$ cat src/rtl/morse_letter_decoder.sv
`default_nettype none
// ============================================================================
// Module      : morse_letter_decoder
// Description : Per-tick Morse sampler. It classifies marks as dot or dash,
//               detects the inter-letter gap and emits the letter index Q..X
//               (0..7) with a one-cycle valid or error strobe.
// Revision    : 1.0 - initial release
// ============================================================================
module morse_letter_decoder #(
    parameter int LETTER_GAP = 3,
    parameter int RUN_W      = 3
) (
    input  logic       CLOCK_50,
    input  logic       resetn,
    input  logic       tick,
    input  logic       morse_in,
    output logic [2:0] letter,
    output logic       letter_valid,
    output logic       error,
    output logic [2:0] sym_count
);

    typedef enum logic [1:0] {
        S_IDLE  = 2'd0,
        S_MARK  = 2'd1,
        S_SPACE = 2'd2,
        S_ERR   = 2'd3
    } state_t;

    localparam logic [RUN_W-1:0] c_RUN_MAX   = '1;
    localparam logic [RUN_W-1:0] c_RUN_ONE   = RUN_W'(1);
    localparam logic [RUN_W-1:0] c_RUN_DASH  = RUN_W'(2);
    localparam logic [RUN_W-1:0] c_LONG_MARK = RUN_W'(3);
    localparam logic [RUN_W-1:0] c_GAP       = RUN_W'(LETTER_GAP);

    state_t           r_state,   w_state_nxt;
    logic [RUN_W-1:0] r_run_cnt, w_run_nxt;
    logic [3:0]       r_pattern, w_pattern_nxt;
    logic [2:0]       r_sym_cnt, w_sym_nxt;
    logic [2:0]       r_letter,  w_letter_nxt;
    logic             r_valid,   w_valid_nxt;
    logic             r_error,   w_error_nxt;
    logic [RUN_W-1:0] w_run_inc;
    logic             w_hit;
    logic [2:0]       w_idx;

    assign w_run_inc = (r_run_cnt == c_RUN_MAX) ? r_run_cnt : r_run_cnt + c_RUN_ONE;

    // Letter table; newest symbol at the LSB, 1 = dash.
    always_comb begin
        w_hit = 1'b0;
        w_idx = 3'd0;
        case (r_sym_cnt)
            3'd1: begin
                if (r_pattern[0]) begin
                    w_hit = 1'b1;
                    w_idx = 3'd3;
                end
            end
            3'd3: begin
                case (r_pattern[2:0])
                    3'b010:  begin w_hit = 1'b1; w_idx = 3'd1; end
                    3'b000:  begin w_hit = 1'b1; w_idx = 3'd2; end
                    3'b001:  begin w_hit = 1'b1; w_idx = 3'd4; end
                    3'b011:  begin w_hit = 1'b1; w_idx = 3'd6; end
                    default: ;
                endcase
            end
            3'd4: begin
                case (r_pattern)
                    4'b1101: begin w_hit = 1'b1; w_idx = 3'd0; end
                    4'b0001: begin w_hit = 1'b1; w_idx = 3'd5; end
                    4'b1001: begin w_hit = 1'b1; w_idx = 3'd7; end
                    default: ;
                endcase
            end
            default: ;
        endcase
    end

    always_comb begin
        w_state_nxt   = r_state;
        w_run_nxt     = r_run_cnt;
        w_pattern_nxt = r_pattern;
        w_sym_nxt     = r_sym_cnt;
        w_letter_nxt  = r_letter;
        w_valid_nxt   = 1'b0;
        w_error_nxt   = 1'b0;
        if (tick) begin
            case (r_state)
                S_IDLE: begin
                    if (morse_in) begin
                        w_state_nxt = S_MARK;
                        w_run_nxt   = c_RUN_ONE;
                    end
                end
                S_MARK: begin
                    if (morse_in) begin
                        if (w_run_inc >= c_LONG_MARK) begin
                            w_state_nxt = S_ERR;
                            w_run_nxt   = '0;
                            w_error_nxt = 1'b1;
                        end else begin
                            w_run_nxt = w_run_inc;
                        end
                    end else if (r_sym_cnt == 3'd4) begin
                        w_state_nxt = S_ERR;
                        w_run_nxt   = '0;
                        w_error_nxt = 1'b1;
                    end else begin
                        w_pattern_nxt = {r_pattern[2:0], (r_run_cnt == c_RUN_DASH)};
                        w_sym_nxt     = r_sym_cnt + 3'd1;
                        w_state_nxt   = S_SPACE;
                        w_run_nxt     = c_RUN_ONE;
                    end
                end
                S_SPACE: begin
                    if (morse_in) begin
                        w_state_nxt = S_MARK;
                        w_run_nxt   = c_RUN_ONE;
                    end else begin
                        w_run_nxt = w_run_inc;
                        if (w_run_inc >= c_GAP) begin
                            if (w_hit) begin
                                w_letter_nxt = w_idx;
                                w_valid_nxt  = 1'b1;
                            end else begin
                                w_error_nxt  = 1'b1;
                            end
                            w_pattern_nxt = '0;
                            w_sym_nxt     = '0;
                            w_run_nxt     = '0;
                            w_state_nxt   = S_IDLE;
                        end
                    end
                end
                S_ERR: begin
                    // Any high restarts the quiet-period count.
                    if (morse_in) begin
                        w_run_nxt = '0;
                    end else begin
                        w_run_nxt = w_run_inc;
                        if (w_run_inc >= c_GAP) begin
                            w_pattern_nxt = '0;
                            w_sym_nxt     = '0;
                            w_run_nxt     = '0;
                            w_state_nxt   = S_IDLE;
                        end
                    end
                end
                default: begin
                    w_state_nxt = S_IDLE;
                    w_run_nxt   = '0;
                end
            endcase
        end
    end

    always_ff @(posedge CLOCK_50 or negedge resetn) begin
        if (!resetn) begin
            r_state   <= S_IDLE;
            r_run_cnt <= '0;
            r_pattern <= '0;
            r_sym_cnt <= '0;
            r_letter  <= '0;
            r_valid   <= 1'b0;
            r_error   <= 1'b0;
        end else begin
            r_state   <= w_state_nxt;
            r_run_cnt <= w_run_nxt;
            r_pattern <= w_pattern_nxt;
            r_sym_cnt <= w_sym_nxt;
            r_letter  <= w_letter_nxt;
            r_valid   <= w_valid_nxt;
            r_error   <= w_error_nxt;
        end
    end

    assign letter       = r_letter;
    assign letter_valid = r_valid;
    assign error        = r_error;
    assign sym_count    = r_sym_cnt;

endmodule
`default_nettype wire
$ cat config.mk
export PLATFORM = sky130hd
export DESIGN_NAME = morse_letter_decoder
export DESIGN_NICKNAME = d
export VERILOG_FILES = /design/src/rtl/morse_letter_decoder.sv
export SDC_FILE = /design/constraint.sdc
export NUM_CORES = 1
export LEC_CHECK = 0
export BUFFER_PORTS_ARGS = -buffer_cell sky130_fd_sc_hd__buf_2
export CAP_MARGIN = 20
export CORE_ASPECT_RATIO = 0.75
export CORE_MARGIN = 5
export CORE_UTILIZATION = 60
export DETAILED_ROUTE_END_ITERATION = 6
export PLACE_DENSITY = 0.9
export SYNTH_ARGS = -nofsm -noshare
export SYNTH_HDL_FRONTEND = slang
export SYNTH_SLANG_ARGS = --single-unit
export TNS_END_PERCENT = 50
$ cat constraint.sdc
create_clock -name CLOCK_50 -period 4.7 [get_ports CLOCK_50]
set_input_delay 1.41 -clock CLOCK_50 [delete_from_list [all_inputs] [get_ports CLOCK_50]]
set_output_delay 1.41 -clock CLOCK_50 [all_outputs]
set_load 0.02 [all_outputs]
==> report_table.html <==
<table>
<tr><th>Metric</th><th>Value</th></tr>
<tr><th colspan="2">Layout</th></tr>
<tr><td>Final antenna diode count</td><td>0</td></tr>
<tr><td>Area growth from synthesis to final layout</td><td>8.925%</td></tr>
<tr><td>Final design utilization</td><td>70.84%</td></tr>
<tr><td>Share of final-layout standard cells stronger than drive strength 1</td><td>21.71%</td></tr>
<tr><td>Cell area after layout</td><td>1267 sq um</td></tr>
<tr><td>Final net count</td><td>145</td></tr>
<tr><th colspan="2">Global route</th></tr>
<tr><td>Overflow after GRT</td><td>0</td></tr>
<tr><td>First-pass GRT wire length</td><td>4312 um</td></tr>
<tr><td>Via count of the first global-routing pass</td><td>921</td></tr>
<tr><td>Antenna violations before repair</td><td>0</td></tr>
<tr><td>Largest net degree at the start of global routing</td><td>18</td></tr>
<tr><td>GRT Util Overall</td><td>20.94%</td></tr>
<tr><th colspan="2">Floorplan</th></tr>
<tr><td>Initial Utilization</td><td>65.03%</td></tr>
<tr><td>Number of placement rows</td><td>13</td></tr>
<tr><td>Core region area</td><td>1789 sq um</td></tr>
<tr><td>Area of the die</td><td>2929 sq um</td></tr>
<tr><td>IO Pins</td><td>12</td></tr>
<tr><td>Die width</td><td>60.85 um</td></tr>
<tr><td>Die Y</td><td>48.14 um</td></tr>
<tr><th colspan="2">Logic synthesis</th></tr>
<tr><td>Count of flip-flops with a built-in enable after synthesis</td><td>0</td></tr>
<tr><td>Synthesis-stage register bit count</td><td>17</td></tr>
<tr><td>Unique cell type count in the Yosys netlist</td><td>41</td></tr>
<tr><td>Synth Area per Inst</td><td>10.12 sq um</td></tr>
<tr><td>Synth async-reset ratio</td><td>100.0%</td></tr>
<tr><td>Share of the yosys chip area belonging to registers</td><td>36.56%</td></tr>
<tr><td>Syn Nets</td><td>130</td></tr>
<tr><td>Cell area after synthesis</td><td>1164 sq um</td></tr>
<tr><td>Cells after synthesis</td><td>115</td></tr>
<tr><td>Top_reg_cell synth</td><td>dfrtp_1</td></tr>
<tr><td>Yosys warning count</td><td>0</td></tr>
<tr><th colspan="2">Placed design</th></tr>
<tr><td>Count of port buffers added during placement</td><td>11</td></tr>
<tr><td>Placer Congestion</td><td>0.9192</td></tr>
<tr><td>Placed cell area</td><td>1241 sq um</td></tr>
<tr><td>DPL Wire Length</td><td>2025 um</td></tr>
<tr><th colspan="2">Setup path</th></tr>
<tr><td>Arrival time of the worst setup path</td><td>2590 ps</td></tr>
<tr><td>Critical path capture point type</td><td>flip-flop</td></tr>
<tr><td>Critical path peak fanout</td><td>11</td></tr>
<tr><td>Worst setup path category</td><td>primary input to flip-flop</td></tr>
<tr><td>Required @ worst endpoint</td><td>4880 ps</td></tr>
<tr><td>Critical path startpoint category</td><td>primary input</td></tr>
<tr><th colspan="2">Drt</th></tr>
<tr><td>Post-detailed-route count of antenna-violating nets</td><td>0</td></tr>
<tr><td>Number of detailed-route iterations in the first pass</td><td>4</td></tr>
<tr><td>Routed wirelength normalized by instance count</td><td>16.87 um</td></tr>
<tr><td>Residual DRC</td><td>0</td></tr>
<tr><td>Starting DRC count in detailed routing</td><td>52</td></tr>
<tr><td>Total routed wirelength</td><td>2547 um</td></tr>
<tr><td>Total number of vias</td><td>933</td></tr>
<tr><td>Post-detailed-route via-to-cell ratio</td><td>6.179</td></tr>
<tr><th colspan="2">Clock network</th></tr>
<tr><td>H-tree lvl count</td><td>1</td></tr>
<tr><td>Worst-skew pair later-pin latency</td><td>290 ps</td></tr>
<tr><td>Largest buffer count on any clock path</td><td>2</td></tr>
<tr><td>Worst-path clk slew</td><td>90 ps</td></tr>
<tr><td>Total number of clock tree sinks</td><td>17</td></tr>
<tr><td>Post-CTS resize count</td><td>0</td></tr>
<tr><td>Hold buffers post-CTS</td><td>0</td></tr>
<tr><td>Root Driver</td><td>clkbuf_4</td></tr>
<tr><td>CTS tree</td><td>built</td></tr>
<tr><td>Post-CTS Repair Setup Buffers</td><td>0</td></tr>
<tr><td>Total clock buffers created by CTS</td><td>3</td></tr>
<tr><th colspan="2">STA</th></tr>
<tr><td>Minimum clock period</td><td>2409 ps</td></tr>
<tr><td>Setup-violating endpoint count in the final report</td><td>0</td></tr>
<tr><td>Accumulated negative setup slack</td><td>0 ps</td></tr>
<tr><td>Relative slew slack</td><td>65.54%</td></tr>
<tr><td>Worst hold slack across all endpoints</td><td>517.7 ps</td></tr>
<tr><td>Slew at the pin closest to its max-slew limit</td><td>515.4 ps</td></tr>
<tr><td>Upper clock frequency limit</td><td>415.1 MHz</td></tr>
<tr><td>Number of hold-slack violations in the final timing report</td><td>0</td></tr>
<tr><td>Fin crit share</td><td>51.26%</td></tr>
<tr><td>Max Clock Skew</td><td>3.317 ps</td></tr>
<tr><td>Unrepaired setup endpoints after global routing</td><td>false</td></tr>
<tr><td>Max-slew violation count</td><td>0</td></tr>
<tr><th colspan="2">Worst hold path</th></tr>
<tr><td>Min-delay worst type</td><td>flip-flop to flip-flop</td></tr>
<tr><th colspan="2">Job</th></tr>
<tr><td>Max-cap check violation count</td><td>0</td></tr>
<tr><th colspan="2">Power and ir drop</th></tr>
<tr><td>Max IR drop VDD</td><td>0.4145 mV</td></tr>
<tr><td>Tot Pwr</td><td>712.0 uW</td></tr>
<tr><td>Leakage component of the power</td><td>0.0006281 uW</td></tr>
<tr><td>Power density over the cells</td><td>561.8 nW/um^2</td></tr>
<tr><th colspan="2">Run status</th></tr>
<tr><td>Status</td><td>complete, no violations</td></tr>
</table>
[critical path, stage by stage]
cell and delay (ps):
buf_2 160, inv_1 130, nand3_1 130, nor4b_4 380, mux2_2 380
[registers in the layout (all words and copies together) (netlist names)]
register      cells
error             1
letter_valid      1
letter            3
sym_count         3
r_pattern         4
r_run_cnt         3
r_state           2
[through the flow]
stage	instances	worst slack, ps
detailed placement	147	1983
CTS	151	2293
global placement	147	2033
floorplan	115	2239
global route	151	2226
finish	151	2291
[area by class of cell]
type	instances	area, sq um
Multi-Input combinational cell	87	695.7
Timing Repair Buffer	11	55.05
Inverter	10	37.54
Fill cell	132	521.8
Clock buffer	4	26.28
Sequential cell	17	425.4
Tap cell	22	27.53
[power breakdown]
group | switching, uW | internal, uW | leakage [uW] | total, uW
clock | 43.2 | 33.0 | 0.0000150 | 76.3
sequential | 43.1 | 182 | 0.000221 | 225
combinational | 244 | 166 | 0.000392 | 410
total | 331 | 381 | 0.000628 | 712
[Yosys cell counts, types with 2 or more instances]
cell type  count  area share [%]
dfrtp_1       17              37
ha_1          11              12
inv_1         10             3.2
nand2_1       10             3.2
mux2_2         7             6.8
nor2_1         6             1.9
a21oi_1        5             2.2
o21ai_0        5             2.2
and2_1         3             1.6
mux2i_1        3             2.6
a32o_1         2             1.7
nand2b_1       2             1.1
nand3_1        2            0.86
nand3b_1       2             1.3
nor2b_1        2             1.1
nor4b_1        2             1.5
o2111ai_1      2             1.5
[final timing paths]
check | cells after the start | startpoint | slack [ps] | end
worst max register to register | 6 | r_run_cnt[0] | 2560 | r_pattern[0]
min in group asynchronous | 1 | resetn | 1030 | sym_count[2]
worst min register to register | 1 | letter[1] | 520 | letter[1]
max in group asynchronous | 1 | resetn | 3390 | letter[1]
worst max-delay path | 5 | morse_in | 2290 | letter[0]
worst min-delay path | 1 | letter[1] | 520 | letter[1]
[cells in the final DEF, fill, tap and decap left out, drive strengths merged, types with 2 or more instances in the layout]
cell type / netlist / routed
dfrtp: 17 / 17
a21oi: 5 / 5
and2: 3 / 3
o2111ai: 2 / 2
nand2b: 2 / 2
inv: 10 / 10
o21ai: 5 / 5
o211ai: 2 / 2
clkbuf: 0 / 4
nand3b: 2 / 2
nand3: 2 / 2
and3b: 2 / 2
nor4b: 3 / 3
mux2i: 3 / 3
buf: 1 / 11
mux2: 7 / 7
nor2: 7 / 7
ha: 11 / 11
a32o: 2 / 2
nor2b: 2 / 2
nand2: 10 / 10
[kinds of logic (layout without fill, tap and decap cells)]
family | after synthesis | count (layout) | synth area share (%)
AND/OR/NAND/NOR | 38 | 38 | 20.11
AO/OA/AOI/OAI | 28 | 28 | 18.50
flip-flops | 17 | 17 | 36.56
adder cells (fa/ha/maj) | 11 | 11 | 11.83
buffers and inverters | 11 | 25 | 3.656
multiplexers | 10 | 10 | 9.355
[per-layer routing]
layer  vias up  wire length (um)  GRT usage, %
met4         0                36         6.061
li1        449                 -             -
met5         -                 0             0
met2        42              1165         35.39
met1       435              1161         27.15
met3         7               183         5.291
Power figures use the tool's default switching activity.
